## config.mk

```make
export PLATFORM = sky130hd
export DESIGN_NAME = sync_filter
export DESIGN_NICKNAME = d
export VERILOG_FILES = /design/src/rtl/sync_filter.sv
export SDC_FILE = /design/constraint.sdc
export NUM_CORES = 1
export LEC_CHECK = 0
export BUFFER_PORTS_ARGS = -buffer_cell sky130_fd_sc_hd__buf_4
export CORE_ASPECT_RATIO = 1.2
export CORE_MARGIN = 3
export CORE_UTILIZATION = 48
export DETAILED_ROUTE_END_ITERATION = 10
export PLACE_DENSITY = 0.8
export SYNTH_ARGS = -nofsm -noshare
export SYNTH_HDL_FRONTEND = slang
export SYNTH_SLANG_ARGS = --single-unit
```

## constraint.sdc

```tcl
create_clock -name clk -period 1.6 [get_ports clk]
set_clock_uncertainty 0.1 [all_clocks]
set_input_delay 0.16 -clock clk [delete_from_list [all_inputs] [get_ports clk]]
set_output_delay 0.16 -clock clk [all_outputs]
set_load 0.01 [all_outputs]
```

## src/rtl/sync_filter.sv

```systemverilog
// Multi-channel level synchronizer with an optional per-channel stability
// filter and one-cycle rise/fall edge pulses on the synchronized level.
module sync_filter #(
  parameter int              WIDTH       = 8,
  parameter int              NSYNC       = 2,
  parameter int              FILT_CYCLES = 0,
  parameter logic [WIDTH-1:0] RST_VAL    = '0
) (
  input  logic             clk,
  input  logic             rst,
  input  logic [WIDTH-1:0] i_async,
  output logic [WIDTH-1:0] o_sync,
  output logic [WIDTH-1:0] o_rise,
  output logic [WIDTH-1:0] o_fall
);

  // Illegal parameter sets stop elaboration rather than building a broken chain.
  if (NSYNC < 2 || NSYNC > 8 || FILT_CYCLES < 0 || FILT_CYCLES > 255 || WIDTH < 1) begin : g_bad_params
    $fatal(1, "sync_filter: illegal parameters NSYNC=%0d FILT_CYCLES=%0d WIDTH=%0d",
           NSYNC, FILT_CYCLES, WIDTH);
  end

  logic [WIDTH-1:0] r_chain [NSYNC];
  logic [WIDTH-1:0] w_last;
  logic [WIDTH-1:0] w_sync;
  logic [WIDTH-1:0] r_prev;

  always_ff @(posedge clk or posedge rst) begin
    if (rst) begin
      for (int k = 0; k < NSYNC; k++) begin
        r_chain[k] <= RST_VAL;
      end
    end else begin
      r_chain[0] <= i_async;
      for (int k = 1; k < NSYNC; k++) begin
        r_chain[k] <= r_chain[k-1];
      end
    end
  end

  assign w_last = r_chain[NSYNC-1];

  if (FILT_CYCLES == 0) begin : g_nofilt
    assign w_sync = w_last;
  end else begin : g_filt
    localparam int CW = $clog2(FILT_CYCLES + 1);

    for (genvar c = 0; c < WIDTH; c++) begin : g_chan
      logic [CW-1:0] r_cnt;
      logic          r_out;

      // Output only follows the chain after FILT_CYCLES consecutive disagreeing
      // cycles; any agreement in between restarts the count.
      always_ff @(posedge clk or posedge rst) begin
        if (rst) begin
          r_cnt <= '0;
          r_out <= RST_VAL[c];
        end else if (w_last[c] == r_out) begin
          r_cnt <= '0;
        end else if (r_cnt == CW'(FILT_CYCLES - 1)) begin
          r_out <= w_last[c];
          r_cnt <= '0;
        end else begin
          r_cnt <= r_cnt + CW'(1);
        end
      end

      assign w_sync[c] = r_out;
    end
  end

  always_ff @(posedge clk or posedge rst) begin
    if (rst) begin
      r_prev <= RST_VAL;
    end else begin
      r_prev <= w_sync;
    end
  end

  assign o_sync = w_sync;
  assign o_rise = w_sync & ~r_prev;
  assign o_fall = ~w_sync & r_prev;

endmodule

```

==> out/summary.txt <==
Outcome = complete, no violations
RSZ-0062 raised after global routing = no
CP startpoint kind = flop
Die area = 2210 µm²
Placed Cells = 92
RR Endpoint = r_prev[7]$_DFF_PP0_
Yosys warnings = 0
Vias per cell = 4.43
Max cap viols = 0
CTS root buf = clkbuf_4
GR peak layer = met2
CP max FO = 4
TNS Setup = 0 ns
Synthesis-stage register bit count = 24
Area Growth Syn to Fin = 40.9%
Post-CTS sizing = 0
Nets = 99
Final hold slack = 0.262 ns
Syn Area/Cell = 16.4 µm²
Worst Reg-to-Reg Cells = 0
Antenna Cells = 0
Postcts setup bufs = 0
Final Instance Count excl. Fillers = 104
Initial cell density of the core = 0.536
Maximum clock rate = 752 MHz
Vias in the first global route = 467
Final period util = 0.831
CTS clock-pin slew for the worst setup and hold paths = 0.11 ns
Cts bufs inserted = 3
Setup WS pre-CTS = 0.609 ns
Antenna violations before repair = 0
Total gr overflow = 0
Mux cell area share after synthesis = 0
Largest net degree at the start of global routing = 16
Synth Area in Compound Gates = 0
Final Hold Vio Count = 0
First-pass GRT wire length = 1990 µm
Leakage = 0.585 nW
Worst R2R Start = o_sync[7]$_DFF_PP0_
Post-synthesis xor/xnor area fraction = 0
# setup viols final = 0
Setup crit end = o_fall[7]
Post-synthesis cell area = 805 µm²
Met1 Use GR = 0.137
Main combinational cell family by area after synthesis = simple AND/OR/NAND/NOR gates
Kind of critical path = reg2out
Post-route DRC violation count = 0
Die height = 50.8 µm
Initial DRC Count = 2
Normalized max-slew margin = 0.769
DRT antenna net count = 0
Count of input and output buffers = 33
CP endpoint kind = output pin
Worst EP arrival = 1.07 ns
Total power = 1.02 mW
Die width = 43.4 µm
Avg WL per Cell = 11.6 µm
GRT Overall Usage = 0.125
Layout Cell Area excl Fill = 1130 µm²
Post-layout minimum cycle time = 1.33 ns
Final Core Density = 0.755
IO Pins = 34
Pwr per Cell Area = 904 nW/µm²
Adder-Cell Fraction of Synth Area = 0
Crit path launch = o_sync[7]$_DFF_PP0_
Share of post-route cells with drive strength above 1 = 0.609
Met3 Track Usage GR = 0.0317
CTS tree = yes
Global Route met2 Usage = 0.222
Worst-skew pair later-pin latency = 0.30 ns
Drt total wl = 1210 µm
CTS hold repair buffers = 9
Max Slew Vio Count = 0
Post-synthesis simple-gate area fraction = 0.174
Maximum vdd drop = 0.732 mV
Core area = 1500 µm²
H-tree levels = 1
Syn Inst Count = 49
Row cnt = 15
Tightest Pin Transition = 0.346 ns
Via count = 461
Clock Tree Buf Depth = 2
Fillers = 103
Min-Delay Path Class = reg2reg
Syn Nets = 59
Drt pass-1 iters = 3
Clk sink count = 24
Reg2reg setup slack = 0.95 ns
Routability cong. = 0.640
Register area share after synthesis = 0.747
Placed inst area = 1020 µm²
Worst Path Required = 1.34 ns
Final setup margin = 0.270 ns
Yosys cell types = 4
==> report_power, final <==
part	internal (mW)	leakage (nW)	switching (mW)
Clock	0.0877	0.0138	0.151
Combinational	0.0842	0.292	0.0496
Sequential	0.637	0.280	0.0155
Total	0.809	0.585	0.216
==> area by class of cell <==
class / count / area, µm² / area share
Sequential cell: 24 / 601 / 0.530
Timing Repair Buffer: 43 / 345 / 0.305
Clock buffer: 3 / 22.5 / 0.0199
Multi-Input combinational cell: 16 / 140 / 0.124
Tap cell: 17 / 21.3 / 0.0188
Inverter: 1 / 3.75 / 0.00331
==> kinds of logic after synthesis <==
group | after synthesis
and+or+nand+nor | 16
DFF | 24
buffers and inverters | 9
==> worst max-delay path, stage by stage (launching register included) <==
cell and delay, ns:
dfrtp_1 0.41, and2b_2 0.23, buf_4 0.14
==> sequential cells by signal (all words and copies together) (netlist names) <==
signal and cells:
r_chain 8, o_sync 8, r_prev 8
==> cell usage in the layout (no fill, tap or decap) <==
cell type      netlist  final
buf_4                8     34
dfrtp_1             24     24
and2b_2             16     16
dlygate4sd3_1        0      9
clkbuf_4             0      3
inv_1                1      1
==> metal layers <==
metal,vias to the layer above,share of wire
met1,220,0.34
met5,-,0
li1,218,-
met4,0,0.012
met3,2,0.080
met2,21,0.56
==> synthesized netlist by cell type <==
| cell | count | share of area |
|---|---|---|
| dfrtp_1 | 24 | 0.75 |
| and2b_2 | 16 | 0.17 |
| buf_4 | 8 | 0.075 |
| inv_1 | 1 | 0.0047 |
==> how the worst min path moves through the flow <==
stage	depth (start not counted)	start	to	slack, ns
floorplan	1	rst	o_sync[0]$_DFF_PP0_	0.07
global placement	2	rst	r_chain[15]$_DFF_PP0_	0.04
detailed placement	2	rst	r_chain[15]$_DFF_PP0_	0.05
CTS	0	r_chain[13]$_DFF_PP0_	o_sync[5]$_DFF_PP0_	0.26
global route	0	r_chain[13]$_DFF_PP0_	o_sync[5]$_DFF_PP0_	0.27
finish	0	r_chain[13]$_DFF_PP0_	o_sync[5]$_DFF_PP0_	0.26
Power figures use the tool's default switching activity.
